**src/rtl/counter_gray_src_pkg.sv**
```systemverilog
// rtl/counter_gray_src_pkg.sv - shared Gray/binary helpers and count-limit derivation
// Used by counter_gray_src and by the downstream gray-to-binary stage.
package counter_gray_src_pkg;

  localparam int DEF_BUS_WIDTH = 4;

  function automatic logic [31:0] max_count(input int width);
    return 32'hffff_ffff >> (32 - width);
  endfunction

  function automatic logic [31:0] bin2gray(input logic [31:0] bin);
    return bin ^ (bin >> 1);
  endfunction

  function automatic logic [31:0] gray2bin(input logic [31:0] gray);
    logic [31:0] bin;
    bin[31] = gray[31];
    for (int i = 30; i >= 0; i--) begin
      bin[i] = bin[i+1] ^ gray[i];
    end
    return bin;
  endfunction

endpackage

```
**src/rtl/counter_gray_src_bin2gray.sv**
```systemverilog
// rtl/counter_gray_src_bin2gray.sv - combinational binary-to-Gray converter
// Sits in front of the Gray register so the registered output has no logic after it.
module counter_bin2gray
  import counter_gray_src_pkg::*;
#(
  parameter int BUS_WIDTH = DEF_BUS_WIDTH
) (
  input  logic [BUS_WIDTH-1:0] bin,
  output logic [BUS_WIDTH-1:0] gray
);

  logic [31:0] gray_wide;

  assign gray_wide = bin2gray(32'(bin));
  assign gray      = gray_wide[BUS_WIDTH-1:0];

endmodule

```
**src/rtl/counter_gray_src.sv**
```systemverilog
// rtl/counter_gray_src.sv - up/down event counter with registered Gray output for per-bit sync
// Define COUNTER_GRAY_SAT_EN to saturate at the limits instead of wrapping.
module counter_gray_src
  import counter_gray_src_pkg::*;
#(
  parameter int BUS_WIDTH = DEF_BUS_WIDTH
) (
  input  logic                 i_clk_din,
  input  logic                 i_rstn_din,
  input  logic                 i_en,
  input  logic                 i_up,
  input  logic                 i_clr,
  output logic [BUS_WIDTH-1:0] o_bin_cnt,
  output logic [BUS_WIDTH-1:0] o_gray_cnt,
  output logic                 o_wrap
);

  localparam logic [31:0]          MAX_WIDE = max_count(BUS_WIDTH);
  localparam logic [BUS_WIDTH-1:0] MAX      = MAX_WIDE[BUS_WIDTH-1:0];

  logic [BUS_WIDTH-1:0] bin_q;
  logic [BUS_WIDTH-1:0] gray_q;
  logic                 wrap_q;
  logic                 at_limit;
  logic [BUS_WIDTH-1:0] nxt_bin;
  logic [BUS_WIDTH-1:0] step_bin;
  logic [BUS_WIDTH-1:0] step_gray;

  assign at_limit = i_up ? (bin_q == MAX) : (bin_q == '0);
  assign nxt_bin  = i_up ? bin_q + 1'b1 : bin_q - 1'b1;

`ifdef COUNTER_GRAY_SAT_EN
  // A blocked step leaves both registers unchanged, so the Gray output cannot move.
  assign step_bin = at_limit ? bin_q : nxt_bin;
`else
  assign step_bin = nxt_bin;
`endif

  counter_bin2gray #(
    .BUS_WIDTH(BUS_WIDTH)
  ) u_bin2gray (
    .bin  (step_bin),
    .gray (step_gray)
  );

  always_ff @(posedge i_clk_din or negedge i_rstn_din) begin
    if (!i_rstn_din) begin
      bin_q  <= '0;
      gray_q <= '0;
      wrap_q <= 1'b0;
    end else if (i_clr) begin
      bin_q  <= '0;
      gray_q <= '0;
      wrap_q <= 1'b0;
    end else if (i_en) begin
      bin_q  <= step_bin;
      gray_q <= step_gray;
      wrap_q <= at_limit;
    end else begin
      wrap_q <= 1'b0;
    end
  end

  assign o_bin_cnt  = bin_q;
  assign o_gray_cnt = gray_q;
  assign o_wrap     = wrap_q;

endmodule

```
**config.mk**
```make
export PLATFORM = sky130hd
export DESIGN_NAME = counter_gray_src
export DESIGN_NICKNAME = d
export VERILOG_FILES = /design/src/rtl/counter_gray_src_pkg.sv /design/src/rtl/counter_gray_src_bin2gray.sv /design/src/rtl/counter_gray_src.sv
export SDC_FILE = /design/constraint.sdc
export NUM_CORES = 1
export LEC_CHECK = 0
export CAP_MARGIN = 20
export CORE_AREA = 2 2 39 41
export CTS_CLUSTER_DIAMETER = 150
export DETAILED_ROUTE_END_ITERATION = 8
export DIE_AREA = 0 0 41 43
export PLACE_DENSITY_LB_ADDON = 0.15
export SETUP_SLACK_MARGIN = 0.15
export SKIP_CTS_REPAIR_TIMING = 1
export SLEW_MARGIN = 20
export SYNTH_ARGS = -nofsm -noshare
export SYNTH_HDL_FRONTEND = slang
export SYNTH_SLANG_ARGS = --single-unit
```
**constraint.sdc**
```tcl
create_clock -name i_clk_din -period 2.9 [get_ports i_clk_din]
set_clock_uncertainty 0.2 [all_clocks]
set_input_delay 0.58 -clock i_clk_din [delete_from_list [all_inputs] [get_ports i_clk_din]]
set_output_delay 0.58 -clock i_clk_din [all_outputs]
set_load 0.01 [all_outputs]
```
# Word-level counts from Yosys, hierarchy flattened
# Cells that the tools add are included.
dict set report classes {
  n_addsub 2
  n_mul 0
  div_mod_pow 0
  magnitude_cmp 0
  n_eq_ne 1
  n_shift 0
  mux 8
  bitwise 1
  n_reduce_logical 2
}
# operator count
set op_table {}
lappend op_table {{$mux 4} 5}
lappend op_table {{$add 4x1->4 const B} 1}
lappend op_table {{$eq 4x4->1 const B} 1}
lappend op_table {{$logic_not 4->1} 1}
lappend op_table {{$sub 4x1->4 const B} 1}
lappend op_table {{$xor 4x3->4} 1}
lappend op_table {{$mux 1} 3}
lappend op_table {{$reduce_bool 2->1} 1}
dict set report word_totals {
  ff_bits 9
  latchBits 0
  ramBits 0
  romBits 0
  in_bits 5
  out_inout_bits 9
  elab_cells 17
  mem_count 0
}

# Logic depth before layout (Yosys ltp)
# Gate-level depths: netlist of the first run.
dict set report logic_depth {
  ltp_word 5
  depth_mapped 6
  depth_no_buf 6
}

# Modules after synthesis
# Synthesis of the first run repeated with hierarchy kept, for this count alone.
dict set report unflattened {
  cells_unflattened 50
  area_unflattened_um2 534.3
}
# module instances cells_each area_each_um2 seq_area_each_um2
set modules_own_cells {}
lappend modules_own_cells {counter_gray_src 1 46 500.5 225.2}
lappend modules_own_cells {counter_bin2gray 1 4 33.8 0.0}

# Worst setup path before layout of the first run
# Ideal clock, no wire load.
dict set report synth_timing {
  path_kind {input to register}
  start {input i_up}
  end {register gray_q[2], in the netlist o_gray_cnt[2]}
  arrival_ns 1.886
  required_time_ns 2.613
  slack_ns 0.728
  path_stages 5
  n_path_buf 0
  path_cell_list {fa_1 > xnor2_1 > xnor2_1 > xnor3_1 > a211oi_2}
}
dict set report synth_between {
  elab_chain_len 4
}
# element line
set synth_lines {}
lappend synth_lines {{start, declared} counter_gray_src.sv:11} ;# input logic i_up,
lappend synth_lines {{$mux 4} counter_gray_src.sv:30} ;# assign nxt_bin = i_up ? bin_q + 1'b1 : bin_q - 1'b1;
lappend synth_lines {{$xor 4x3->4} counter_gray_src_pkg.sv:12} ;# return bin ^ (bin >> 1);
lappend synth_lines {{$mux 4} counter_gray_src.sv:55} ;# end else if (i_en) begin
lappend synth_lines {{$mux 4} counter_gray_src.sv:51} ;# end else if (i_clr) begin
lappend synth_lines {{end signal, assigned} counter_gray_src.sv:57} ;# gray_q <= step_gray;
lappend synth_lines {{end, declared} counter_gray_src.sv:22} ;# logic [BUS_WIDTH-1:0] gray_q;
# Every way passes these cells. The select of a mux whose other input is x is not followed.
# A chain may end at the register's enable or synchronous reset.

# Final worst setup path of the first run
# Same ends and word-level chain as after synthesis.

==> metrics.md, run 1 <==
| Metric | Value |
|---|---|
| Total nets after synthesis | `56` |
| Worst IR drop on VDD | `0.228 mV` |
| Critical Path End Type | `flip-flop` |
| Int Pwr | `0.000270 W` |
| TritonCTS clock tree | `done` |
| Antenna viol nets, final | `0` |
| Number of library cell types mapped by synthesis | `25` |
| Routability Congestion | `0.683` |
| RSZ-0062 raised after global routing | `no` |
| Power density over the cells | `582 nW/µm²` |
| Floorplan core area | `about 1400 µm²` |
| Netlist area before placement | `504 µm²` |
| # port buffers | `13` |
| Number of top-level pins | `14` |
| Peak clock frequency supported by timing | `398 MHz` |
| Maximum number of pins on one net before global-route repair | `11` |
| Placed wire-length estimate | `between 600 and 700 µm` |
| Final slew viol count | `0` |
| Worst setup SP type | `input pin` |
| Wire length after detailed routing | `around 940 µm` |
| Switching power | `0.000120 W` |
| Clock-pin slew of the registers on the worst-case setup and hold paths | `0.05 ns` |
| Number of diodes | `0` |
| Proportion of power drawn by flip-flops and latches | `0.367` |
| Placed Cells | `75` |
| Insertion delay of the later-clocked pin in the worst-skew pair | `0.25 ns` |
| # nets final | `72` |
| Horizontal extent of the die | `a little over 40 µm` |
| Total negative setup slack | `0 ns` |
| Cell at the slowest stage of the critical path | `sky130_fd_sc_hd__clkdlybuf4s50_1` |
| Clk network pwr share | `0.213` |
| Time the final worst path needs with I/O delays and setup | `2.51 ns` |
| Run status | `complete, no violations` |
| Highest cell delay on the worst timing path | `between 0.5 and 0.6 ns` |
| Via Count | `around 370` |
| Overall die area | `1760 µm²` |
| Headroom to the max-slew limit | `0.704` |
| Final critical-path setup slack | `0.389 ns` |
| Number of warnings issued by yosys | `0` |
| Cell count after synthesis | `48` |
| Max-cap violations | `0` |
| Standby leakage power | `0.298 nW` |
| Critical Path RT | `2.87 ns` |
| Number of design-rule violations left by the first detailed-router iteration | `4` |
| Number of antenna violations at the first check in global routing | `0` |
| Count of H-tree levels built during CTS | `1` |
| Total count of hold-check failures in the final report | `0` |
| Signed area change from the synthesized netlist to the final layout | `32.8%` |
| Crit path max-delay family | `buffers and inverters` |
| Remaining global-route overflow | `0` |
| Net Sw Frac | `0.308` |
| Routed wire length per instance | `12.0 µm` |
| Worst Path Buf+Inv | `2` |
| Detailed-route vias per instance | `4.77` |
| Filler instances | `136` |
| Hold Path Class | `reg -> reg` |
| Final period utilization | `0.866` |
| Slew at the pin closest to its max-slew limit | `~0.44 ns` |
| Detailed Routing Iterations Pass 1 | `4` |
| Max Root-Sink Buffers | `2` |
| Flip-flop and latch count after synthesis | `8` |
| Height of the die | `between 40 and 50 µm` |
| Fraction of the yosys area taken by sequential cells | `0.397` |
| Sinks on Clock Net | `8` |
| Synth Area per Inst | `~11 µm²` |
| Area of combinational cells with multiple inputs | `278 µm²` |
| Global-route wire length before repair | `1.52 mm` |
| Setup Slack @ Placement | `0.123 ns` |
| Non-filler instance count after layout | `78` |
| Data arrival time at the worst-slack endpoint | `2.48 ns` |
| Site Rows | `14` |
| Worst-path fanout max | `5` |
| Global router's overall resource usage | `0.130` |
| Cells traversed along the worst timing path | `clkdlybuf4s50_1 -> inv_1 -> ha_1 -> a21oi_2 -> and2_1 -> xnor3_1 -> a211oi_2` |
| Effective utilization at floorplan | `0.364` |
| Vias in the first global route | `between 300 and 400` |
| Root buffer selected by CTS | `sky130_fd_sc_hd__clkbuf_4` |
| Path type of the worst setup path | `in -> reg` |
| TritonCTS Buffers | `3` |
| Post-route DRC violation count | `0` |
| Combinational share of power | `0.421` |
| Total of endpoints with negative setup slack in the final report | `0` |
| Share of cells above drive strength 1 | `0.129` |
| Storage cell area | `200 µm²` |
==> tightest hold or removal path, cell delays in order, from the launching register on <==
cell                      delay (ns)
sky130_fd_sc_hd__dfrtp_1        0.34
sky130_fd_sc_hd__mux2i_1        0.07
sky130_fd_sc_hd__nor2_1         0.09
==> sequential cells by signal (all words and copies together), names as in the netlist <==
| register | flops |
|---|---|
| o_gray_cnt | 3 |
| o_wrap | 1 |
| o_bin_cnt | 4 |
==> area by class of cell <==
| type | count | share of cell area |
|---|---|---|
| flip-flops and latches | 8 | 0.299 |
| clock buffers | 3 | 0.0336 |
| multi-input cells | 34 | 0.415 |
| well taps | 16 | 0.0299 |
| repair buffers | 14 | 0.206 |
| inverters | 3 | 0.0168 |
==> layer usage <==
| metal | vias up | part of all wire | GRT usage |
|---|---|---|---|
| li1 | 191 | - | - |
| met1 | 174 | 0.52 | 0.180 |
| met2 | 7 | 0.44 | 0.175 |
| met3 | 0 | 0.037 | 0.0157 |
| met4 | 0 | 0 | 0.100 |
| met5 | - | 0 | 0 |
==> power groups by stage <==
stage,registers [W],logic [W],clock network (W)
finish,0.000143,0.000164,0.0000829
detailed placement,0.000145,0.000165,0
global placement,0.000145,0.000166,0
floorplan,0.000150,0.0000965,0
global route,0.000145,0.000181,0.0000919
CTS,0.000143,0.000166,0.0000863
==> placed cells by master, fill, tap and decap left out <==
cell and count:
sky130_fd_sc_hd__a211oi_1 1, sky130_fd_sc_hd__a211oi_2 1, sky130_fd_sc_hd__a21oi_1 1, sky130_fd_sc_hd__a21oi_2 1, sky130_fd_sc_hd__a31oi_1 1, sky130_fd_sc_hd__and2_1 1
sky130_fd_sc_hd__and3_1 1, sky130_fd_sc_hd__and3_2 1, sky130_fd_sc_hd__buf_4 1, sky130_fd_sc_hd__clkbuf_4 3, sky130_fd_sc_hd__clkdlybuf4s50_1 13, sky130_fd_sc_hd__dfrtp_1 8
sky130_fd_sc_hd__fa_1 1, sky130_fd_sc_hd__ha_1 2, sky130_fd_sc_hd__inv_1 3, sky130_fd_sc_hd__mux2_1 1, sky130_fd_sc_hd__mux2_2 1, sky130_fd_sc_hd__mux2i_1 2
sky130_fd_sc_hd__nand3_1 1, sky130_fd_sc_hd__nor2_1 8, sky130_fd_sc_hd__nor2b_1 1, sky130_fd_sc_hd__nor3b_1 1, sky130_fd_sc_hd__o21a_1 1, sky130_fd_sc_hd__or4_1 1
sky130_fd_sc_hd__xnor2_1 5, sky130_fd_sc_hd__xnor3_1 1
==> synthesized netlist by cell type (all sizes together) <==
cell type / number / share of area
o21a: 1 / 0.015
or4: 1 / 0.015
nor2b: 1 / 0.012
xnor2: 5 / 0.087
nand3: 1 / 0.0099
a21oi: 2 / 0.027
xnor3: 1 / 0.045
nor2: 8 / 0.060
fa: 1 / 0.040
inv: 3 / 0.022
a31oi: 1 / 0.012
clkbuf: 2 / 0.015
and3: 2 / 0.027
ha: 2 / 0.050
mux2i: 2 / 0.040
and2: 1 / 0.012
a211oi: 2 / 0.040
dfrtp: 8 / 0.40
mux2: 2 / 0.045
nor3b: 1 / 0.015
buf: 1 / 0.015
==> worst paths after layout <==
path                       slack [ns]                 startpoint  depth (start not counted)                        end
max                              0.39                       i_up                          7  o_gray_cnt[2]$_DFFE_PN0P_
min                              0.34  o_gray_cnt[1]$_DFFE_PN0P_                          2  o_gray_cnt[1]$_DFFE_PN0P_
max reg2reg                      0.77   o_bin_cnt[0]$_DFFE_PN0P_                          6  o_gray_cnt[2]$_DFFE_PN0P_
min reg2reg                      0.34  o_gray_cnt[1]$_DFFE_PN0P_                          2  o_gray_cnt[1]$_DFFE_PN0P_
min in group asynchronous        0.41                 i_rstn_din                          1  o_gray_cnt[2]$_DFFE_PN0P_
max in group asynchronous        1.81                 i_rstn_din                          1  o_gray_cnt[0]$_DFFE_PN0P_
==> metrics by stage <==
step / cell area [µm²] / hold slack, ns / total power (W) / utilization
floorplan: 504 / 0.0844 / 0.000247 / -
global placement: 647 / 0.306 / 0.000311 / 0.467
detailed placement: 647 / 0.328 / 0.000309 / 0.467
CTS: 669 / 0.351 / 0.000396 / 0.484
global route: 669 / 0.383 / 0.000418 / 0.484
finish: 669 / 0.338 / 0.000390 / 0.484
==> cells by family (layout without fill, tap and decap cells) <==
logic type / Yosys count / count (layout) / synth area share
buffers and inverters: 6 / 20 / 0.0521
AND/OR/NAND/NOR: 15 / 15 / 0.151
XOR/XNOR: 6 / 6 / 0.132
multiplexers: 4 / 4 / 0.0844
flip-flops: 8 / 8 / 0.397
AO/OA/AOI/OAI: 6 / 6 / 0.0943
adder cells (fa/ha/maj): 3 / 3 / 0.0893
Power figures use the tool's default switching activity.
==> run 2, diff against run 1 <==
--- a/config.mk
+++ b/config.mk
@@ -11,9 +11,11 @@
 export DETAILED_ROUTE_END_ITERATION = 8
 export DIE_AREA = 0 0 41 43
 export PLACE_DENSITY_LB_ADDON = 0.15
+export RECOVER_POWER = 50
 export SETUP_SLACK_MARGIN = 0.15
 export SKIP_CTS_REPAIR_TIMING = 1
-export SLEW_MARGIN = 20
+export SLEW_MARGIN = 10
 export SYNTH_ARGS = -nofsm -noshare
 export SYNTH_HDL_FRONTEND = slang
+export SYNTH_HIERARCHICAL = 1
 export SYNTH_SLANG_ARGS = --single-unit
==> run 2 against run 1 <==
  * First-iteration DRC count fell by 25%
  * Fmax is 0.98% lower
  * Sequential power up 14%
  * Register-to-register slack improved by 0.03 ns
  * Sequential share of layout area increased by 1.5 points
  * Count of clock-buffer cells in the layout increased by 1
  * Flip-flop and latch count is 1 higher
  * Wire length up 6.8%
  * Via count is 7.3% higher
  * Clock power increased by 17%
  * Critical path depth is 3 higher
==> metrics.md, run 2 <==
| Metric | Value |
|---|---|
| Run status | `complete, no violations` |
| Proportion of power drawn by flip-flops and latches | `0.388` |
| Launching element of the worst setup path | `i_up` |
| Data arrival time at the worst-slack endpoint | `2.52 ns` |
| Net Sw Frac | `0.323` |
| Peak clock frequency supported by timing | `394 MHz` |
| Number of cells on the worst reg-to-reg path | `8` |
| Horizontal extent of the die | `41 µm` |
| Post-route DRC violation count | `0` |
| Most area-hungry cell type in the Yosys netlist | `sky130_fd_sc_hd__dfrtp_1` |
| Detailed Routing Iterations Pass 1 | `3` |
| Headroom to the max-slew limit | `0.711` |
| Routability Congestion | `0.673` |
| Int Pwr | `0.000284 W` |
| Worst r2r dst | `o_gray_cnt[2]$_DFFE_PN0P_` |
| Register-to-register setup slack | `0.80 ns` |
| Number of top-level pins | `14` |
| Filler instances | `139` |
| Detailed-route vias per instance | `about 4.8` |
| Path type of the worst setup path | `in -> reg` |
| Fraction of the yosys area taken by sequential cells | `0.422` |
| R2R Path Start | `o_bin_cnt[1]$_DFFE_PN0P_` |
| Number of cells on the worst hold path | `2` |
| Number of antenna violations at the first check in global routing | `0` |
| Commonest cells after routing, fill and taps aside | `sky130_fd_sc_hd__nor2_1 (9), sky130_fd_sc_hd__dfrtp_1 (9), sky130_fd_sc_hd__clkdlybuf4s50_1 (8)` |
| Slew at the pin closest to its max-slew limit | `0.431 ns` |
| Via Count | `roughly 400` |
| Max Root-Sink Buffers | `2` |
| Area post-placement | `691 µm²` |
| Floorplan core area | `around 1400 µm²` |
| Remaining global-route overflow | `0` |
| Area of combinational cells with multiple inputs | `285 µm²` |
| Total count of hold-check failures in the final report | `0` |
| Count of H-tree levels built during CTS | `1` |
| # nets final | `76` |
| Effective utilization at floorplan | `0.386` |
| Worst IR drop on VDD | `0.259 mV` |
| Root buffer selected by CTS | `sky130_fd_sc_hd__clkbuf_4` |
| Power density over the cells | `585 nW/µm²` |
| Worst-path fanout max | `4` |
| Antenna viol nets, final | `0` |
| RSZ-0062 raised after global routing | `no` |
| Global router's overall resource usage | `0.158` |
| Number of library cell types mapped by synthesis | `20` |
| Clock-pin slew of the registers on the worst-case setup and hold paths | `0.06 ns` |
| TritonCTS Buffers | `3` |
| Insertion delay of the later-clocked pin in the worst-skew pair | `0.26 ns` |
| Cell types with the largest area share after synthesis | `sky130_fd_sc_hd__dfrtp_1 (42%), sky130_fd_sc_hd__mux2i_1 (13%), sky130_fd_sc_hd__xor2_1 (6.6%)` |
| Storage cell area | `225 µm²` |
| EDFF count, synth | `0` |
| Max-cap violations | `0` |
| Hold Path Class | `reg -> reg` |
| Combinational share of power | `0.381` |
| Switching power | `0.000136 W` |
| Wire length after detailed routing | `around 1 mm` |
| TritonCTS clock tree | `done` |
| Vias in the first global route | `roughly 430` |
| Placed wire-length estimate | `741 µm` |
| Overall die area | `1760 µm²` |
| Clk network pwr share | `0.230` |
| Number of diodes | `0` |
| Routed wire length per instance | `12.1 µm` |
| Final slew viol count | `0` |
| Number of design-rule violations left by the first detailed-router iteration | `3` |
| Post-synth ARST share | `1.00` |
| Worst setup SP type | `input pin` |
| Signed area change from the synthesized netlist to the final layout | `34.2%` |
| Top-area cell type share of the netlist area | `0.422` |
| Leading register cell type out of synthesis | `sky130_fd_sc_hd__dfrtp_1` |
| Synth top cells by count | `sky130_fd_sc_hd__dfrtp_1 (9), sky130_fd_sc_hd__nor2_1 (9), sky130_fd_sc_hd__mux2i_1 (7)` |
| Flip-flop and latch count after synthesis | `9` |
| Sinks on Clock Net | `9` |
| Time the final worst path needs with I/O delays and setup | `roughly 2.5 ns` |
| Hold path endpoint | `o_gray_cnt[1]$_DFFE_PN0P_` |
| Critical Path RT | `2.88 ns` |
| Maximum number of pins on one net before global-route repair | `11` |
| Standby leakage power | `0.358 nW` |
| Total of endpoints with negative setup slack in the final report | `0` |
| Total nets after synthesis | `58` |
| # port buffers | `13` |
| Synth Area per Inst | `10.7 µm²` |
| Final period utilization | `0.875` |
| Height of the die | `43 µm` |
| Global-route wire length before repair | `1.86 mm` |
| Number of warnings issued by yosys | `6` |
| Netlist area before placement | `between 500 and 600 µm²` |
| Share of cells above drive strength 1 | `0.149` |
| Cell count after synthesis | `50` |
| Total negative setup slack | `0 ns` |
| Critical Path End Type | `flip-flop` |
| Beginning of the worst hold path | `o_gray_cnt[1]$_DFFE_PN0P_` |
| Final std cell area, no fill | `between 700 and 800 µm²` |
| Site Rows | `14` |
[run 2: changes by cell type after synthesis, moves of 2 or more]
cell                      before  now
sky130_fd_sc_hd__xor2_1        0    4
sky130_fd_sc_hd__nand2_1       0    2
sky130_fd_sc_hd__mux2i_1       2    7
sky130_fd_sc_hd__xnor2_1       5    3
[run 2: area by class of cell]
type | count | share of cell area
clock buffer | 4 | 0.0366
inverter | 2 | 0.0105
multi-input combinational | 36 | 0.398
sequential | 9 | 0.314
tap | 16 | 0.0279
timing repair buffer | 16 | 0.213
[run 2: kinds of logic after synthesis]
family	share of synthesized area
adders and majority gates	0.0843
xor gates and xnor gates	0.115
DFF	0.422
buffers and inverters	0.0445
AOI/OAI and AO/OA	0.0422
and+or+nand+nor	0.141
muxes	0.152
[run 2: worst max path at each step]
stage                           endpoint  slack [ns]
2_1_floorplan  o_gray_cnt[2]$_DFFE_PN0P_        0.71
3_3_place_gp   o_gray_cnt[2]$_DFFE_PN0P_        0.14
3_5_place_dp   o_gray_cnt[2]$_DFFE_PN0P_        0.09
4_1_cts        o_gray_cnt[2]$_DFFE_PN0P_        0.35
5_1_grt        o_gray_cnt[2]$_DFFE_PN0P_        0.20
6_report       o_gray_cnt[2]$_DFFE_PN0P_        0.36
[run 2: stage by stage]
step | hold WS (ns) | setup slack [ns] | power [W] | cells | utilization
after floorplan | 0.0844 | 0.711 | 0.000268 | 50 | -
after global placement | 0.307 | 0.139 | 0.000327 | 79 | 0.499
after detailed placement | 0.315 | 0.0933 | 0.000328 | 79 | 0.499
after CTS | 0.333 | 0.355 | 0.000431 | 83 | 0.518
after global routing | 0.367 | 0.201 | 0.000457 | 83 | 0.518
final | 0.323 | 0.364 | 0.000420 | 83 | 0.518
[run 2: power groups by stage]
stage | combinational (W) | sequential, W | clock [W]
global placement | 0.000161 | 0.000166 | 0
finish | 0.000160 | 0.000163 | 0.0000967
detailed placement | 0.000163 | 0.000166 | 0
global route | 0.000178 | 0.000166 | 0.000112
CTS | 0.000165 | 0.000163 | 0.000103
floorplan | 0.0000958 | 0.000173 | 0
[run 2: critical path, cell delays in order]
cell                              delay [ns]
sky130_fd_sc_hd__clkdlybuf4s50_1        0.48
sky130_fd_sc_hd__inv_1                  0.08
sky130_fd_sc_hd__ha_1                   0.29
sky130_fd_sc_hd__a21o_1                 0.18
sky130_fd_sc_hd__a21oi_2                0.20
sky130_fd_sc_hd__xnor2_1                0.17
sky130_fd_sc_hd__xnor2_1                0.18
sky130_fd_sc_hd__xor2_1                 0.17
sky130_fd_sc_hd__mux2i_1                0.09
sky130_fd_sc_hd__nor2_1                 0.10
[run 2: routing by layer]
metal  part of all wire  routed length (µm)  GRT usage  vias up
met4             0.0040                   4     0.0800        0
li1                   -                   -          -      198
met5                  0                   0          0        -
met3              0.029                  29     0.0157        2
met1               0.48                 483      0.241      192
met2               0.48                 484      0.213        7
==> edit (flow settings as in run 1) <==
Build with the macro `COUNTER_GRAY_SAT_EN` defined.
--- a/src/rtl/counter_gray_src.sv
+++ b/src/rtl/counter_gray_src.sv
@@ -1,5 +1,7 @@
 // rtl/counter_gray_src.sv - up/down event counter with registered Gray output for per-bit sync
 // Define COUNTER_GRAY_SAT_EN to saturate at the limits instead of wrapping.
+`define COUNTER_GRAY_SAT_EN
+
 module counter_gray_src
   import counter_gray_src_pkg::*;
 #(
Function: changed (a bounded check fails within 4 cycles, from zero or initial values and one cycle with i_rstn_din low).
==> edit against run 1 <==
Worst setup slack gained 110 ps; power shrank 6.5%; largest cell class unchanged; final area grew 6.9%; highest routed layer is now met4; synthesized cell count grew 17%; area after synthesis grew 8.4%; sequential cell count is the same; sequential share of layout area shrank 1.9 points; wire length grew 22%.
==> edit: results (changes against run 1) <==
| Metric | Value |
|---|---|
| Clock-pin slew on the worst setup and hold paths | 50 ps (about the same) |
| IR Drop Worst-Case VDD | 257 uV (+13%) |
| Global Route Usage Sum | 17.1% (+4.1 points) |
| Detail-routed via count per cell | 5.54 (+16%) |
| Max FFs per register | 4 (unchanged) |
| Starting DRC count in detailed routing | 3 (-1) |
| HPWL reported at the end of detailed placement | 848 um (+23%) |
| Leakage power | 0.293 nW (-1.8%) |
| Area post-placement | 693 um^2 (+7.2%) |
| Delay contributed by the slowest stage of the critical path | 530 ps (-20 ps) |
| Leading post-synthesis cells by instance count | sky130_fd_sc_hd__dfrtp_1 (8), sky130_fd_sc_hd__a21oi_1 (6), sky130_fd_sc_hd__nand2_1 (6) |
| Wire length of the first global-routing pass | 1960 um (+29%) |
| Final #Nets | 81 (+13%) |
| Synthesized netlist net count | 64 (+14%) |
| Via count of the first global-routing pass | 443 (+26%) |
| Share of synthesized area occupied by flip-flops and latches | 36.6% (-3.1 points) |
| Status | finished, final reports clean |
| Routed wire length | 1140 um (+22%) |
| Vias after detailed routing | 482 (+30%) |
| Cell count after placement | 84 (+12%) |
| Fraction of layout cells with a size suffix above 1 | 14.1% (+1.2 points) |
| Highest fanout seen on the critical path | 6 (+1) |
| Worst max-slew margin expressed relative to the limit | 71.5% (+1.0 points) |
| CP Data Arrival Time | 2380 ps (-100 ps) |
| Main flop type after synthesis | sky130_fd_sc_hd__dfrtp_1 |
## edit: cell types whose count changed after synthesis, moves of 2 or more
cell,before,now
sky130_fd_sc_hd__mux2i_1,2,0
sky130_fd_sc_hd__nand4_1,0,2
sky130_fd_sc_hd__a221o_1,0,2
sky130_fd_sc_hd__a21oi_1,1,6
sky130_fd_sc_hd__nand2_1,0,6
sky130_fd_sc_hd__nor2_1,8,3
sky130_fd_sc_hd__xor2_1,0,2
sky130_fd_sc_hd__xnor2_1,5,2
## edit: kinds of logic (layout without fill, tap and decap cells)
| kind of cell | Yosys count | after routing | synth area share (%) |
|---|---|---|---|
| AOI/OAI and AO/OA | 16 | 16 | 22.7 |
| adders and majority gates | 3 | 3 | 8.24 |
| xor gates and xnor gates | 4 | 4 | 6.41 |
| buffers and inverters | 6 | 21 | 4.80 |
| DFF | 8 | 8 | 36.6 |
| and+or+nand+nor | 19 | 19 | 21.3 |
## edit: path summary, 6_finish.rpt
| kind | cells after the start | start | endpoint | slack (ps) |
|---|---|---|---|---|
| max in group asynchronous | 1 | i_rstn_din | o_bin_cnt[1]$_DFFE_PN0P_ | 1830 |
| hold reg to reg | 2 | o_gray_cnt[1]$_DFFE_PN0P_ | o_gray_cnt[1]$_DFFE_PN0P_ | 330 |
| setup / recovery | 7 | i_up | o_gray_cnt[1]$_DFFE_PN0P_ | 500 |
| min in group asynchronous | 1 | i_rstn_din | o_bin_cnt[2]$_DFFE_PN0P_ | 410 |
| setup reg to reg | 6 | o_bin_cnt[0]$_DFFE_PN0P_ | o_gray_cnt[1]$_DFFE_PN0P_ | 860 |
| hold / removal | 2 | o_gray_cnt[1]$_DFFE_PN0P_ | o_gray_cnt[1]$_DFFE_PN0P_ | 330 |
## edit: per-layer routing
metal	vias to the layer above	GRT usage, %	share of wire, %
li1	237	-	-
met1	224	23.0	48
met2	17	21.9	43
met3	4	9.42	6.7
met4	0	7.33	2.1
met5	-	0	0
## edit: area by class of cell
class	count	area (um^2)
repair buffers	14	138
flip-flops and latches	8	200
well taps	16	20.0
fillers	140	668
clock buffers	3	22.5
inverters	4	15.0
multi-input cells	42	320
## edit: power by group through the flow
| stage | logic, mW | clock network [mW] | registers, mW |
|---|---|---|---|
| 3_5_place_dp | 0.139 | 0 | 0.142 |
| 5_1_grt | 0.155 | 0.0967 | 0.143 |
| 4_1_cts | 0.140 | 0.0894 | 0.140 |
| 3_3_place_gp | 0.140 | 0 | 0.142 |
| 2_1_floorplan | 0.0818 | 0 | 0.147 |
| 6_report | 0.139 | 0.0852 | 0.140 |
